[src/rtl/rate_ctrl_pkg.sv]
// Shared FSM state type and datapath widths for the rate_ctrl clock-path controller.
package rate_ctrl_pkg;
    typedef enum logic [1:0] {
        IDLE  = 2'd0,
        RUN   = 2'd1,
        PAUSE = 2'd2
    } state_t;

    localparam int CNT_W      = 32;
    localparam int FREQ_W     = 16;
    localparam int DIV_CYCLES = 32;
endpackage

[src/rtl/rate_ctrl_seq_div32.sv]
// Iterative restoring divider: one quotient bit per cycle, done asserted 32 cycles after start.
module seq_div32
    import rate_ctrl_pkg::*;
(
    input  logic             CLK,
    input  logic             RST_N,
    input  logic             start,
    input  logic [CNT_W-1:0] dividend,
    input  logic [CNT_W-1:0] divisor,
    output logic             done,
    output logic [CNT_W-1:0] quotient
);
    logic             r_active;
    logic [5:0]       r_step;
    logic [CNT_W-1:0] r_rem;
    logic [CNT_W-1:0] r_dvd;
    logic [CNT_W-1:0] r_dvs;
    logic [CNT_W-1:0] r_quo;
    logic [CNT_W-1:0] w_rem_in;
    logic [CNT_W-1:0] w_dvd_in;
    logic [CNT_W-1:0] w_dvs_in;
    logic [CNT_W-1:0] w_rem_nx;
    logic [CNT_W:0]   w_shift;
    logic [CNT_W:0]   w_trial;
    logic             w_fits;
    logic             w_adv;

    // The first quotient bit is produced on the start edge itself, from the raw operands.
    assign w_rem_in = start ? '0 : r_rem;
    assign w_dvd_in = start ? dividend : r_dvd;
    assign w_dvs_in = start ? divisor : r_dvs;
    assign w_shift  = {w_rem_in, w_dvd_in[CNT_W-1]};
    assign w_trial  = w_shift - {1'b0, w_dvs_in};
    assign w_fits   = ~w_trial[CNT_W];
    assign w_rem_nx = w_fits ? w_trial[CNT_W-1:0] : w_shift[CNT_W-1:0];

    assign done     = r_active && (r_step == 6'(DIV_CYCLES));
    assign w_adv    = start || (r_active && !done);
    assign quotient = r_quo;

    always_ff @(posedge CLK or negedge RST_N) begin
        if (!RST_N) begin
            r_active <= 1'b0;
            r_step   <= '0;
        end else if (start) begin
            r_active <= 1'b1;
            r_step   <= 6'd1;
        end else if (r_active) begin
            if (done) r_active <= 1'b0;
            else      r_step   <= r_step + 6'd1;
        end
    end

    always_ff @(posedge CLK) begin
        if (w_adv) begin
            r_rem <= w_rem_nx;
            r_dvd <= {w_dvd_in[CNT_W-2:0], 1'b0};
            r_dvs <= w_dvs_in;
            r_quo <= start ? {{(CNT_W-1){1'b0}}, w_fits} : {r_quo[CNT_W-2:0], w_fits};
        end
    end
endmodule

[src/rtl/rate_ctrl.sv]
// Run-time clock divider controller: IDLE/RUN/PAUSE sequencing, clk_div/tick generation, live rate change.
// Optional feature macro RATE_CTRL_TICK_CNT_EN adds the tick_cnt[15:0] output.
module rate_ctrl
    import rate_ctrl_pkg::*;
#(
    parameter int unsigned CLK_FREQ = 50_000_000,
    parameter int unsigned DEF_FREQ = 1,
    parameter int unsigned MAX_FREQ = 1000
) (
    input  logic              CLK,
    input  logic              RST_N,
    input  logic              start,
    input  logic              pause,
    input  logic              stop,
    input  logic [FREQ_W-1:0] freq_in,
    input  logic              freq_load,
    output logic              freq_ack,
    output logic              freq_err,
    output logic              busy,
    output logic              running,
    output logic              clk_div,
`ifdef RATE_CTRL_TICK_CNT_EN
    output logic [15:0]       tick_cnt,
`endif
    output logic              tick
);
    localparam logic [CNT_W-1:0] DEF_HALF = CNT_W'(CLK_FREQ / (2 * DEF_FREQ));

    state_t           r_state;
    logic [CNT_W-1:0] r_half;
    logic [CNT_W-1:0] r_cnt;
    logic             r_clk_div;
    logic             r_tick;
    logic             r_running;
    logic             r_busy;
    logic             r_freq_ack;
    logic             r_freq_err;
    logic             w_load_ok;
    logic             w_freq_bad;
    logic             w_div_start;
    logic             w_div_done;
    logic [CNT_W-1:0] w_quotient;
    logic             w_wrap;
    logic             w_fall;

    assign w_load_ok   = freq_load && !r_busy;
    assign w_freq_bad  = (freq_in == '0) || (CNT_W'(freq_in) > MAX_FREQ);
    assign w_div_start = w_load_ok && !w_freq_bad;
    // A rate update owns the counter on its edge, so no wrap or toggle happens then.
    assign w_wrap      = (r_cnt == r_half - 32'd1) && !w_div_done;
    assign w_fall      = (r_state == RUN) && !stop && w_wrap && r_clk_div;

    seq_div32 u_div (
        .CLK      (CLK),
        .RST_N    (RST_N),
        .start    (w_div_start),
        .dividend (CNT_W'(CLK_FREQ)),
        .divisor  ({{(CNT_W-FREQ_W-1){1'b0}}, freq_in, 1'b0}),
        .done     (w_div_done),
        .quotient (w_quotient)
    );

    always_ff @(posedge CLK or negedge RST_N) begin
        if (!RST_N) begin
            r_state    <= IDLE;
            r_half     <= DEF_HALF;
            r_cnt      <= '0;
            r_clk_div  <= 1'b0;
            r_tick     <= 1'b0;
            r_running  <= 1'b0;
            r_busy     <= 1'b0;
            r_freq_ack <= 1'b0;
            r_freq_err <= 1'b0;
        end else begin
            r_tick     <= w_fall;
            r_freq_ack <= 1'b0;
            r_freq_err <= 1'b0;
            case (r_state)
                IDLE: begin
                    r_cnt     <= '0;
                    r_clk_div <= 1'b0;
                    if (start && !stop && !pause) begin
                        r_state   <= RUN;
                        r_running <= 1'b1;
                    end
                end
                RUN: begin
                    if (stop) begin
                        r_state   <= IDLE;
                        r_running <= 1'b0;
                        r_cnt     <= '0;
                        r_clk_div <= 1'b0;
                    end else begin
                        if (w_wrap) begin
                            r_cnt     <= '0;
                            r_clk_div <= ~r_clk_div;
                        end else begin
                            r_cnt <= r_cnt + 32'd1;
                        end
                        if (pause) begin
                            r_state   <= PAUSE;
                            r_running <= 1'b0;
                        end
                    end
                end
                PAUSE: begin
                    if (stop) begin
                        r_state   <= IDLE;
                        r_cnt     <= '0;
                        r_clk_div <= 1'b0;
                    end else if (start && !pause) begin
                        r_state   <= RUN;
                        r_running <= 1'b1;
                    end
                end
                default: begin
                    r_state   <= IDLE;
                    r_running <= 1'b0;
                end
            endcase
            // Clearing cnt with the new half guarantees no overrun past a smaller period.
            if (w_div_done) begin
                r_half     <= w_quotient;
                r_cnt      <= '0;
                r_freq_ack <= 1'b1;
                r_busy     <= 1'b0;
            end else if (w_load_ok) begin
                if (w_freq_bad) r_freq_err <= 1'b1;
                else            r_busy     <= 1'b1;
            end
        end
    end

`ifdef RATE_CTRL_TICK_CNT_EN
    logic [15:0] r_tick_cnt;

    always_ff @(posedge CLK or negedge RST_N) begin
        if (!RST_N)      r_tick_cnt <= '0;
        else if (stop)   r_tick_cnt <= '0;
        else if (w_fall) r_tick_cnt <= r_tick_cnt + 16'd1;
    end

    assign tick_cnt = r_tick_cnt;
`endif

    assign freq_ack = r_freq_ack;
    assign freq_err = r_freq_err;
    assign busy     = r_busy;
    assign running  = r_running;
    assign clk_div  = r_clk_div;
    assign tick     = r_tick;
endmodule

[config.mk]
export PLATFORM = sky130hd
export DESIGN_NAME = rate_ctrl
export DESIGN_NICKNAME = d
export VERILOG_FILES = /design/src/rtl/rate_ctrl_pkg.sv /design/src/rtl/rate_ctrl_seq_div32.sv /design/src/rtl/rate_ctrl.sv
export SDC_FILE = /design/constraint.sdc
export NUM_CORES = 1
export LEC_CHECK = 0
export ABC_AREA = 1
export CAP_MARGIN = 20
export CORE_MARGIN = 4
export CORE_UTILIZATION = 57
export DETAILED_ROUTE_END_ITERATION = 7
export PLACE_DENSITY = 0.81
export SETUP_SLACK_MARGIN = 0.4
export SYNTH_ARGS = -nofsm -noshare
export SYNTH_HDL_FRONTEND = slang
export SYNTH_SLANG_ARGS = --single-unit
[constraint.sdc]
create_clock -name CLK -period 9.82 [get_ports CLK]
set_input_delay 0.982 -clock CLK [delete_from_list [all_inputs] [get_ports CLK]]
set_output_delay 0.982 -clock CLK [all_outputs]
set_load 0.01 [all_outputs]
== Yosys cells after proc, flatten, opt, wreduce, memory -nomap -nowiden ==
Cells that the tools add are included.

* Add/subtract/negate cells: 4
* Magnitude comparators: 1
* Eq/ne operators: 14
* Mux-type cells: 38
* Bitwise operators: 2
* Reductions and logical operators: 30

{| class="wikitable"
|+ Operators by type and width
! kind !! number
|-
| two-way mux 32 bit || 8
|-
| case mux 32 bit (3 select lines) || 1
|-
| subtractor 33 x 32 -> 33 bit || 1
|-
| adder 32 x 1 -> 32 bit (second input constant) || 1
|-
| == test 32 bit || 1
|-
| subtractor 32 x 1 -> 32 bit (second input constant) || 1
|-
| two-way mux 1 bit || 18
|-
| two-way mux 6 bit || 3
|-
| greater-than comparator 16 x 10 -> 1 bit (second input constant) || 1
|-
| zero test 16 bit || 1
|-
| logical AND 1 bit || 11
|-
| two-way mux 2 bit || 5
|-
| != test 3 bit (second input constant) || 3
|-
| != test 2 bit (second input constant) || 4
|-
| adder 6 x 1 -> 6 bit (second input constant) || 1
|-
| == test 6 bit (second input constant) || 1
|-
| case mux 1 bit (3 select lines) || 2
|-
| case mux 2 bit (3 select lines) || 1
|-
| AND reduction 2 bit || 3
|-
| AND reduction 3 bit || 2
|-
| zero test 1 bit || 5
|-
| != test 2 x 1 -> 1 bit (second input constant) || 2
|-
| AND reduction 4 bit || 1
|-
| nonzero test 2 bit || 2
|-
| other kinds (8) || 10
|}

* Register bits after elaboration: 199
* Output and inout bits: 6
* Word-level logic and storage cells: 105

== Depth between registers and ports, before layout ==
* Depth in word-level cells: 8
* Mapped depth: 30
* Gate-level depth less buffers: 27

== Modules after synthesis ==
Synthesis repeated with hierarchy kept, for this count alone.

* Cells, all modules: 1953
* Area total of the unflattened synthesis: 13890.8 µm²

{| class="wikitable"
|+ Modules (own cells, without submodules)
! module !! times used !! cells an instance !! area each (µm²)
|-
| seq_div32 || 1 || 1154 || 8582.0
|-
| rate_ctrl || 1 || 799 || 5308.8
|}

== Least setup slack after synthesis ==
No wires, ideal clock.

* Kind: reg2reg
* Start: reg u_div.r_step[0]
* End: reg u_div.r_active
* Arrival time: 9.302 ns
* Data required time: 8.806 ns
* Slack: -0.496 ns
* Stages on the path, launching flop included: 6
* Path buffers: 0
* Path through: dfrtp_1 > inv_1 > ha_1 > nand4_1 > inv_1 > o21ai_0

* Longest elaborated chain between the ends: 5

{| class="wikitable"
|+ RTL lines
! item !! RTL line !! source
|-
| start: declaration || rate_ctrl_seq_div32.sv:14 || <nowiki>logic [5:0] r_step;</nowiki>
|-
| start signal: assignment || rate_ctrl_seq_div32.sv:50 || <nowiki>else r_step <= r_step + 6'd1;</nowiki>
|-
| == test 6 bit || rate_ctrl_seq_div32.sv:37 || <nowiki>assign done = r_active && (r_step == 6'(DIV_CYCLES));</nowiki>
|-
| logical AND 1 bit || rate_ctrl_seq_div32.sv:37 ||
|-
| two-way mux 1 bit || rate_ctrl_seq_div32.sv:49 || <nowiki>if (done) r_active <= 1'b0;</nowiki>
|-
| two-way mux 1 bit || rate_ctrl_seq_div32.sv:48 || <nowiki>end else if (r_active) begin</nowiki>
|-
| two-way mux 1 bit || rate_ctrl_seq_div32.sv:45 || <nowiki>end else if (start) begin</nowiki>
|-
| end signal: assignment || rate_ctrl_seq_div32.sv:43 || <nowiki>r_active <= 1'b0;</nowiki>
|-
| end signal: assignment || rate_ctrl_seq_div32.sv:46 || <nowiki>r_active <= 1'b1;</nowiki>
|-
| end signal: assignment || rate_ctrl_seq_div32.sv:49 ||
|-
| end: declaration || rate_ctrl_seq_div32.sv:13 || <nowiki>logic r_active;</nowiki>
|}

No other way between the ends.
A chain may end at the register's enable or synchronous reset.

== Worst setup path after layout ==
* Start: in freq_in[11]
* End: reg u_div.r_rem[31] (data pin)

* Longest elaborated chain between the ends: 7
* Elaborated cells on any way between the ends: 10
* Classes of those cells: add/sub (1); order compare (1); mux (4); reduce/logical (4)

{| class="wikitable"
|+ RTL lines
! item !! RTL line !! source
|-
| start: declaration || rate_ctrl.sv:15 || <nowiki>input logic [FREQ_W-1:0] freq_in,</nowiki>
|-
| greater-than comparator 16 x 10 -> 1 bit or zero test 16 bit (tied branches) || rate_ctrl.sv:47 || <nowiki>assign w_freq_bad = (freq_in == '0) || (CNT_W'(freq_in) > MAX_FREQ);</nowiki>
|-
| logical OR 1 bit || rate_ctrl.sv:47 ||
|-
| zero test 1 bit || rate_ctrl.sv:48 || <nowiki>assign w_div_start = w_load_ok && !w_freq_bad;</nowiki>
|-
| logical AND 1 bit || rate_ctrl.sv:48 ||
|-
| two-way mux 32 bit (on tied branches) || rate_ctrl_seq_div32.sv:30, rate_ctrl_seq_div32.sv:29, rate_ctrl_seq_div32.sv:31 ||
|-
| subtractor 33 x 32 -> 33 bit || rate_ctrl_seq_div32.sv:33 || <nowiki>assign w_trial = w_shift - {1'b0, w_dvs_in};</nowiki>
|-
| two-way mux 32 bit (*) || rate_ctrl_seq_div32.sv:35 || <nowiki>assign w_rem_nx = w_fits ? w_trial[CNT_W-1:0] : w_shift[CNT_W-1:0];</nowiki>
|-
| via u_div.w_rem_nx[31] || rate_ctrl_seq_div32.sv:22 || <nowiki>logic [CNT_W-1:0] w_rem_nx;</nowiki>
|-
| end signal: assignment || rate_ctrl_seq_div32.sv:56 || <nowiki>r_rem <= w_rem_nx;</nowiki>
|-
| end: declaration || rate_ctrl_seq_div32.sv:15 || <nowiki>logic [CNT_W-1:0] r_rem;</nowiki>
|}

The timed path passes the listed nets; every way through them passes the cells marked *.

==> impl_summary.log <==
[metrics] part of the Yosys area used for sequential elements: a little under half
[metrics] number of global-route vias before repair: 9675
[metrics] required time at the endpoint of the critical path: 10.02 ns
[metrics] antenna violations before repair: 1
[metrics] Top cell by count, worst path: nand2_1
[metrics] initial DRC count: 649
[metrics] Largest delay share family, worst path: buffers and inverters
[metrics] Final nets: 1593
[metrics] buffers from clock root to sink, at most: 2
[metrics] total leakage power: 6.22 nW
[metrics] Slowest cell on crit path: buf_4
[metrics] number of search-and-repair iterations in the first detailed-routing pass: 5
[metrics] top area cells in the synthesized netlist: edfxtp_1 29%, dfrtp_1 14%, nand2_1 12%
[metrics] number of antenna-violating nets in the routed design: 0
[metrics] cell area after synthesis: 0.0123 sq mm
[metrics] pwr/cell area: about 170 mW/mm^2
[metrics] die area: 0.0240 sq mm
[metrics] port buffer count: 27
[metrics] Layout Cells excl Fill: 1823
[metrics] power dissipated by switching net loads: approximately 0.77 mW
[metrics] Critical Path Fanout Max: 107
[metrics] pin count of the biggest net entering global routing: 108
[metrics] PostCTS Resize Cnt: 0
[metrics] switching share of power: 33.4%
[metrics] total global routing track utilization: between 20% and 30%
[metrics] row count: between 50 and 60
[metrics] vias after detailed routing: 9857
[metrics] synthesized flop and latch total: 199
[metrics] worst-case clock skew: 0.0131 ns
[metrics] post-synthesis simple-gate area fraction: between 20% and 30%
[metrics] setup tns final: 0 ns
[metrics] run status: complete, no violations
[metrics] clock tree from TritonCTS: built
[metrics] critical path capture point type: flip-flop
[metrics] ant diodes: 0
[metrics] Tcrit/Tclk final: 51.3%
[metrics] library cell used as clock root buffer: clkbuf_16
[metrics] CTS sink cnt: 199
[metrics] layout-stage area growth over the synthesis result: 8.90%
[metrics] Placer Congestion: 0.931
[metrics] transition time at the pin with the least slew margin: between 1 and 1.5 ns
[metrics] number of instances in the synthesized netlist: 1521
[metrics] final hold slack: 0.465 ns
[metrics] IR Drop Worst-Case VDD: 0.139 mV
[metrics] Period minus WS final: between 5 and 6 ns
[metrics] CP bufs+invs: 4
[metrics] clock insertion delay at the later pin of the skew report: 0.46 ns
[metrics] net count of the mapped netlist: 1579
[metrics] combinational family with the most area after synthesis: simple AND/OR/NAND/NOR gates
[metrics] half-perimeter wire length after detailed placement: 19400 um
[metrics] Final Slew Violations: 0
[metrics] number of max-cap violations: 0
[metrics] Setup WS pre-CTS: 4.33 ns
[metrics] DRC errors left: 0
[metrics] clock-pin slew on the worst setup and hold paths: 0.08 ns
[metrics] worst setup path class: in2reg
[metrics] Area after DPL: about 0.013 sq mm
[metrics] die span in x: 155 um
[metrics] xor and xnor area share after synthesis: 6.95%
[metrics] number of warnings printed during yosys synthesis: 0
[metrics] CP cell instances: clkdlybuf4s50_1, nor2_1, nand2_1, nor2_1, nand2_1, nand3_4, buf_4, nand2_1, ha_1, a21oi_1, o21ai_0, a21oi_1, inv_1, a31oi_1, nand3b_4, nand2_8, inv_2, nand2_1, nand2_1
[metrics] CTS hold repair buffers: 0
[metrics] number of top-level pins: 28
[metrics] min setup slack post-route: roughly 4.8 ns
[metrics] fraction of power consumed by sequential logic: 43.7%
[metrics] class of the most critical hold timing path: reg2reg
[metrics] average wire length per cell after detail routing: 14.6 um
[metrics] CP startpoint kind: input pin
[metrics] Hold Fails Final Rpt: 0
[metrics] EDFF count, synth: 120
[metrics] arrival time of data at the critical path endpoint: 5.24 ns
[metrics] cell accounting for the most synthesized area: edfxtp_1
[metrics] clock group share of total power: 31.0%
[metrics] Internal Power: 1.54 mW
[metrics] most frequently used flop master after synthesis: edfxtp_1
[metrics] Max Clk Rate: 0.198 GHz
[metrics] Starting Density: 58.1%
[metrics] first-pass GRT wire length: 45200 um
[metrics] share of synthesized area spent on multiplexers: 1.92%
[metrics] Die Height: 155 um
[metrics] layout cell share with drive strength beyond 1: 7.75%
[metrics] worst-case headroom to the max-slew limit: between 20% and 30%
[metrics] final count of negative-setup-slack endpoints: 0
[metrics] peak per-stage delay on the critical path: 0.77 ns
[metrics] synthesized-area fraction occupied by ao, oa, aoi and oai cells: ~7.7%
[metrics] Yosys cell types: 50
[metrics] design area: between 0.01 and 0.015 sq mm
[metrics] CTS HTree Levels: 4
[metrics] average size of a mapped cell: 8.09 sq um
[metrics] Adder-Cell Fraction of Synth Area: 3.72%
[metrics] # placed instances: 1789
[metrics] post-detailed-route via-to-cell ratio: ~5.4
[metrics] leftover overflow at the end of global routing: 0
[metrics] commonest cells in the synthesized netlist: 397 x nand2_1, 236 x inv_1, 142 x nor2_1
[metrics] RSZ-0062 raised after global routing: false
[metrics] number of buffers inserted during clock tree synthesis: 17
[metrics] most common cell in the netlist: nand2_1
[metrics] fraction of synthesized cell area taken by the top area cell type: 29.3%
[metrics] combinational cell fraction of total power: 25.3%
[metrics] core footprint: 0.0212 sq mm
[metrics] buffers inserted by post-CTS timing repair: 0
[metrics] fraction of registers with async set/reset: 39.7%
[metrics] Routed Wire Length: 26600 um
[worst paths after layout]
| kind | cells past startpoint | endpoint | slack (ns) | start |
|---|---|---|---|---|
| worst min register to register | 1 | running | 0.47 | r_state[0] |
| min in group asynchronous | 1 | r_cnt[3] | 0.50 | RST_N |
| max in group asynchronous | 2 | r_half[19] | 8.66 | RST_N |
| worst max register to register | 17 | u_div.r_rem[31] | 5.57 | busy |
| worst min-delay path | 1 | running | 0.47 | r_state[0] |
| worst max-delay path | 19 | u_div.r_rem[31] | 4.78 | freq_in[11] |
[sequential cells by signal, summed over array words and instances, names as in the netlist, 2 cells and up]
signal / cells
r_cnt: 32
r_half: 32
u_div.quotient: 32
u_div.r_dvs: 32
u_div.r_rem: 32
u_div.r_dvd: 24
u_div.r_step: 6
r_state: 2
[power groups by stage]
| stage | sequential, mW | combinational [mW] | clock, mW |
|---|---|---|---|
| 6_report | 1.01 | 0.584 | 0.716 |
| 5_1_grt | 1.02 | 0.661 | 0.759 |
| 4_1_cts | 1.01 | 0.581 | 0.727 |
| 3_5_place_dp | 1.03 | 0.578 | 0 |
| 3_3_place_gp | 1.02 | 0.563 | 0 |
| 2_1_floorplan | 1.02 | 0.448 | 0 |
[logic make-up (layout without fill, tap and decap cells)]
kind of cell	count (synthesis)	after routing
fa+ha+maj	36	36
flops	199	199
compound gates	175	175
xor+xnor	96	96
simple gates	714	714
buf+inv	280	307
mux	21	21
[stage by stage]
step | power, mW | util (%)
detailed placement | 1.60 | 60.4
global route | 2.44 | 63.3
finish | 2.31 | 63.3
global placement | 1.59 | 60.4
floorplan | 1.46 | -
CTS | 2.32 | 63.2
[cells in the final DEF, fill, tap and decap left out, types with 31 or more instances in the layout]
cell type and instances:
a21oi_1 47, dfrtp_1 67, edfxtp_1 120, ha_1 35
inv_1 236, nand2_1 397, nand3_1 60, nor2_1 140
o21ai_0 69, o21ai_1 31, xor2_1 71
[cell type report]
class	count	area, sq um
Clock inverter	13	159
Fill cell	1835	7760
Sequential cell	199	5600
Timing Repair Buffer	34	340
Clock buffer	19	433
Inverter	241	905
Tap cell	275	344
Multi-Input combinational cell	1042	5620
[worst register-to-register path: cells and delay by family (launching register included)]
family	cells	cell delay, ns
AO/OA/AOI/OAI	4	0.88
adder cells (fa/ha/maj)	1	0.42
buffers and inverters	5	1.21
flip-flops	1	0.35
AND/OR/NAND/NOR	7	1.15
[routing by layer]
metal,global-route usage (%),part of all wire (%)
met1,28.7,43
met5,0,0.075
met2,39.2,49
met4,10.1,3.6
met3,3.73,4.2
No activity file was read; power rests on OpenSTA's default activity.
==> variant 1: new RTL, same settings <==
Re-encode `state_t` (3 states) as one-hot, 3 bits wide.
--- a/src/rtl/rate_ctrl_pkg.sv
+++ b/src/rtl/rate_ctrl_pkg.sv
@@ -1,9 +1,9 @@
 // Shared FSM state type and datapath widths for the rate_ctrl clock-path controller.
 package rate_ctrl_pkg;
-    typedef enum logic [1:0] {
-        IDLE  = 2'd0,
-        RUN   = 2'd1,
-        PAUSE = 2'd2
+    typedef enum logic [2:0] {
+        IDLE  = 3'b001,
+        RUN   = 3'b010,
+        PAUSE = 3'b100
     } state_t;
 
     localparam int CNT_W      = 32;
Check against the original RTL: no difference found for any inputs over 10 cycles, from zero or initial values and one cycle with RST_N low; not proved beyond that.
==> variant 1 against the unedited design <==
  * Register-to-register slack is essentially flat
  * Routed wire length shrank 4.4%
  * Design area grew 1.4%
  * Highest routed layer is now met4
  * Synthesized area grew 2.1%
  * Worst setup slack lost 0.065 ns
  * Sequential share of layout area shrank 0.40 points
  * Core utilization shrank 0.86 points
  * Sequential cell count grew 1
  * Global-route usage shrank 1.2 points
  * Critical path depth grew 2
Power is not compared: it rests on default switching activity, and its combinational part moved more than twofold at a synthesized area within 25%.
==> variant 1: results (changes against the unedited design) <==
holdPathEnd: "r_half[31]$_DFFE_PN0P_"  # was running$_DFFE_PN0P_
grt_start_max_net_pins: 91  # was 108
synthAdderAreaFrac_pct: 3.645  # was 3.723%
placed_area_um2: 13020  # was 12770 um^2
pre_cts_ws_ns: 4.300  # was 4.331 ns
drtIter0Drc: 630  # was 649
synth_area_leaders: "edfxtp_1 29%, dfrtp_1 13%, nand2_1 12%"  # was edfxtp_1 29%, dfrtp_1 14%, nand2_1 12%
skew_ns: 0.01060  # was 0.01315 ns
syn_nets: 1574  # was 1579
timing.rr.end: "r_cnt[31]$_DFFE_PN0P_"  # was u_div.r_rem[31]$_DFFE_PP_
worstRegToRegCells: 14  # was 17
wirelength_um: 25430  # was 26620 um
post_route_cells_drive_above_1_share_pct: 10.83  # was 7.752%
yosysWarnings: 0  # unchanged
dp_hpwl_um: 18450  # was 19430 um
antenna_cells: 0  # unchanged
p_int_w: 0.001283
grt_pass1_wl_um: 43870  # was 45180 um
cp_max_fo: 90  # was 107
grt_pass1_vias: 9454  # was 9675
ys_async_sr_fraction_pct: 40.00  # was 39.70%
synth-seq-area-share_pct: 44.75  # was 45.49%
min_from: "u_div.quotient[31]$_SDFFCE_PP0P_"  # was r_state[0]$_DFFE_PN0P_
ys_types: 59  # was 50
status: "completed"  # unchanged
gp_congestion: 0.9575  # was 0.9309
startpoint: "freq_in[0]"  # was freq_in[11]
post_cts_buffers: 0  # unchanged
placed_cells: 1790  # was 1789
vias: 9611  # was 9857
dr.pass1.iters: 4  # was 5
cts_num_sinks: 200  # was 199
grt_antenna_before_repair: 0  # was 1
syn_avg_cell_area_um2: 8.286  # was 8.086 um^2
grt_usage_pct: 21.70  # was 22.91%
worst_slack_ns: 4.715  # was 4.779 ns
cp-endpoint: "u_div.r_rem[17]$_DFFE_PP_"  # was u_div.r_rem[31]$_DFFE_PP_
worst_hold_slack_ns: 0.4543  # was 0.4654 ns
synthMuxAreaShare_pct: 0.1793  # was 1.923%
hold_path_class: "reg -> reg"  # unchanged
clk-insertion-delay-late_ns: 0.43  # was 0.46 ns
via_per_inst: 5.275  # was 5.407
synth_xor_xnor_area_share_pct: 7.231  # was 6.948%
synth_commonest_cells: "414 x nand2_1, 234 x inv_1, 121 x nor2_1"  # was 397 x nand2_1, 236 x inv_1, 142 x nor2_1
cp_slowest_stage_delay_ns: 0.74  # was 0.77 ns
min_path_cells: 2  # was 1
rrSetupSlack_ns: 5.58  # was 5.57 ns
synth_compound_area_share_pct: 8.665  # was 7.650%
r2r_start: "u_div.r_step[0]$_DFFE_PN0P_"  # was busy$_DFFE_PN0P_
worst_slew_margin_rel_pct: 32.21  # was 26.92%
[variant 1: cell types whose count changed after synthesis, moves of 8 or more]
cell / delta
o21ai_1: -8
xnor2_1: +8
o21ai_2: +13
o22ai_2: +14
clkbuf_1: -11
o21ai_0: -24
mux2_2: -21
nand2_1: +17
nor2_1: -21
[variant 1: layer usage]
metal  track usage, %  vias up  part of all wire, %
li1                 -     4881                    -
met2            36.90      178                   48
met3            3.180       54                  3.4
met5                0        -                    0
met1            28.62     4498                   46
met4            7.273        0                  2.6
[variant 1: critical path, delay by kind of cell]
| family | cells | cell delay [ns] |
|---|---|---|
| AO/OA/AOI/OAI | 4 | 0.96 |
| adder cells (fa/ha/maj) | 1 | 0.42 |
| AND/OR/NAND/NOR | 12 | 1.60 |
| buffers and inverters | 4 | 1.29 |
[variant 1: area by class of cell]
class,instances,area [um^2]
fillers,1792,8168
repair buffers,30,290.3
well taps,280,350.3
clock buffers,18,429.2
flip-flops and latches,200,5622
clock inverters,14,141.4
multi-input cells,1039,5851
inverters,241,904.6
==> variant 2: new RTL, same settings <==
Made on the original files. Change the parameter `MAX_FREQ` from 1000 to 512.
--- a/src/rtl/rate_ctrl.sv
+++ b/src/rtl/rate_ctrl.sv
@@ -5,7 +5,7 @@
 #(
     parameter int unsigned CLK_FREQ = 50_000_000,
     parameter int unsigned DEF_FREQ = 1,
-    parameter int unsigned MAX_FREQ = 1000
+    parameter int unsigned MAX_FREQ = 512
 ) (
     input  logic              CLK,
     input  logic              RST_N,
Function: changed (a bounded check fails within 4 cycles, from zero or initial values and one cycle with RST_N low).
==> variant 2 against the unedited design <==
  * Synthesized cell count is essentially flat
  * Sequential cell count is the same
  * Routed wire length shrank 4.9%
  * Synthesized area grew 0.99%
  * Design area grew 0.63%
  * Worst setup slack lost 0.088 ns
  * Final cell count is essentially flat
  * Core utilization grew 0.20 points
  * Critical path type unchanged
  * Critical endpoint is now u_div.r_rem[12]$_DFFE_PP_
Power is not compared: it rests on default switching activity, and its combinational part moved more than twofold at a synthesized area within 25%.
==> variant 2: results (changes against the unedited design) <==
grt_start_max_net_pins: 80  # was 108
grtUsageMet1_pct: 29.18  # was 28.73%
synth_ff_type: "edfxtp_1"  # unchanged
synth_area_leaders: "edfxtp_1 29%, nand2_1 14%, dfrtp_1 13%"  # was edfxtp_1 29%, dfrtp_1 14%, nand2_1 12%
wirelength_um: 25310  # was 26620 um
antenna_cells: 0  # unchanged
cp_slowest_stage_delay_ns: 0.67  # was 0.77 ns
numPortBuffers: 27  # unchanged
skew_ns: 0.01437  # was 0.01315 ns
dp_hpwl_um: 18080  # was 19430 um
synth-seq-area-share_pct: 45.05  # was 45.49%
timing.rr.end: "u_div.r_rem[12]$_DFFE_PP_"  # was u_div.r_rem[31]$_DFFE_PP_
rrSetupSlack_ns: 5.60  # was 5.57 ns
dr.pass1.iters: 7  # was 5
gr-usage-met3_pct: 3.883  # was 3.727%
synthAdderAreaFrac_pct: 3.687  # was 3.723%
grt_pass1_vias: 9275  # was 9675
grt_util_met2_pct: 36.02  # was 39.16%
pre_cts_ws_ns: 4.278  # was 4.331 ns
placed_area_um2: 12850  # was 12770 um^2
synth_xor_xnor_area_share_pct: 6.719  # was 6.948%
startpoint: "freq_in[7]"  # was freq_in[11]
ys_async_sr_fraction_pct: 39.70  # unchanged
gp_congestion: 1.003  # was 0.9309
p_sw_w: 0.0005110
vias: 9572  # was 9857
ys_types: 59  # was 50
hold_path_class: "in -> async"  # was reg -> reg
status: "completed"  # unchanged
synth_commonest_cells: "449 x nand2_1, 216 x inv_1, 122 x nor2_1"  # was 397 x nand2_1, 236 x inv_1, 142 x nor2_1
period_share_pct: 52.22  # was 51.33%
grt_pass1_wl_um: 43330  # was 45180 um
arrival_ns: 5.31  # was 5.24 ns
ctsLongestPathBuffers: 2  # unchanged
synthMuxAreaShare_pct: 0  # was 1.923%
synth_compound_area_share_pct: 8.250  # was 7.650%
worstRegToRegCells: 17  # unchanged
grt_antenna_before_repair: 0  # was 1
worst_slew_margin_rel_pct: 42.18  # was 26.92%
cp_max_fo: 77  # was 107
fin_nets: 1592  # was 1593
grt_usage_pct: 21.58  # was 22.91%
post_route_cells_drive_above_1_share_pct: 10.60  # was 7.752%
drtIter0Drc: 672  # was 649
-- variant 2: cell count changes in the layout (fill, tap and decap cells not counted), moves of 13 or more --
cell     change
nor2_1      -19
o21ai_0     -21
xor2_1      -13
inv_1       -20
o21ai_2     +29
nand2_1     +51
mux2_2      -21
-- variant 2: worst max-delay path: cells and delay by family --
family                   cells  cell delay (ns)
AND/OR/NAND/NOR             10             1.66
buffers and inverters        2             1.09
AO/OA/AOI/OAI                6             1.08
adder cells (fa/ha/maj)      1             0.43
-- variant 2: kinds of logic (layout without fill, tap and decap cells) --
logic type,Yosys count,after routing
buf+inv,262,287
compound gates,169,169
fa+ha+maj,36,36
simple gates,764,764
xor+xnor,92,92
flops,199,199
-- variant 2: power groups by stage --
stage	clock network [W]	registers, W	logic [W]
after floorplan	0	0.000924	0.000177
after global placement	0	0.000925	0.000224
after detailed placement	0	0.000926	0.000235
after CTS	0.000733	0.000908	0.000237
after global routing	0.000766	0.000909	0.000268
final	0.000717	0.000908	0.000236
-- variant 2: layer usage --
| layer | wire length [um] | vias to the layer above | share of wire [%] |
|---|---|---|---|
| li1 | - | 4917 | - |
| met1 | 11580 | 4414 | 46 |
| met2 | 12280 | 203 | 49 |
| met3 | 988 | 38 | 3.9 |
| met4 | 460 | 0 | 1.8 |
| met5 | 0 | - | 0 |
-- variant 2: cell type report --
type                    count  area, um^2
clock buffers              17       425.4
repair buffers             32       332.8
flip-flops and latches    199        5595
clock inverters            15       178.9
multi-input cells        1061        5764
fillers                  1805        7742
inverters                 223       837.1
well taps                 275       344.1
-- variant 2: per-stage QoR --
step,util (%),hold WS (ns),instances
finish,63.51,0.4447,1822
floorplan,-,0.4181,1522
global route,63.51,0.4578,1822
detailed placement,60.54,0.4414,1789
CTS,63.38,0.4603,1821
global placement,60.47,0.4352,1788
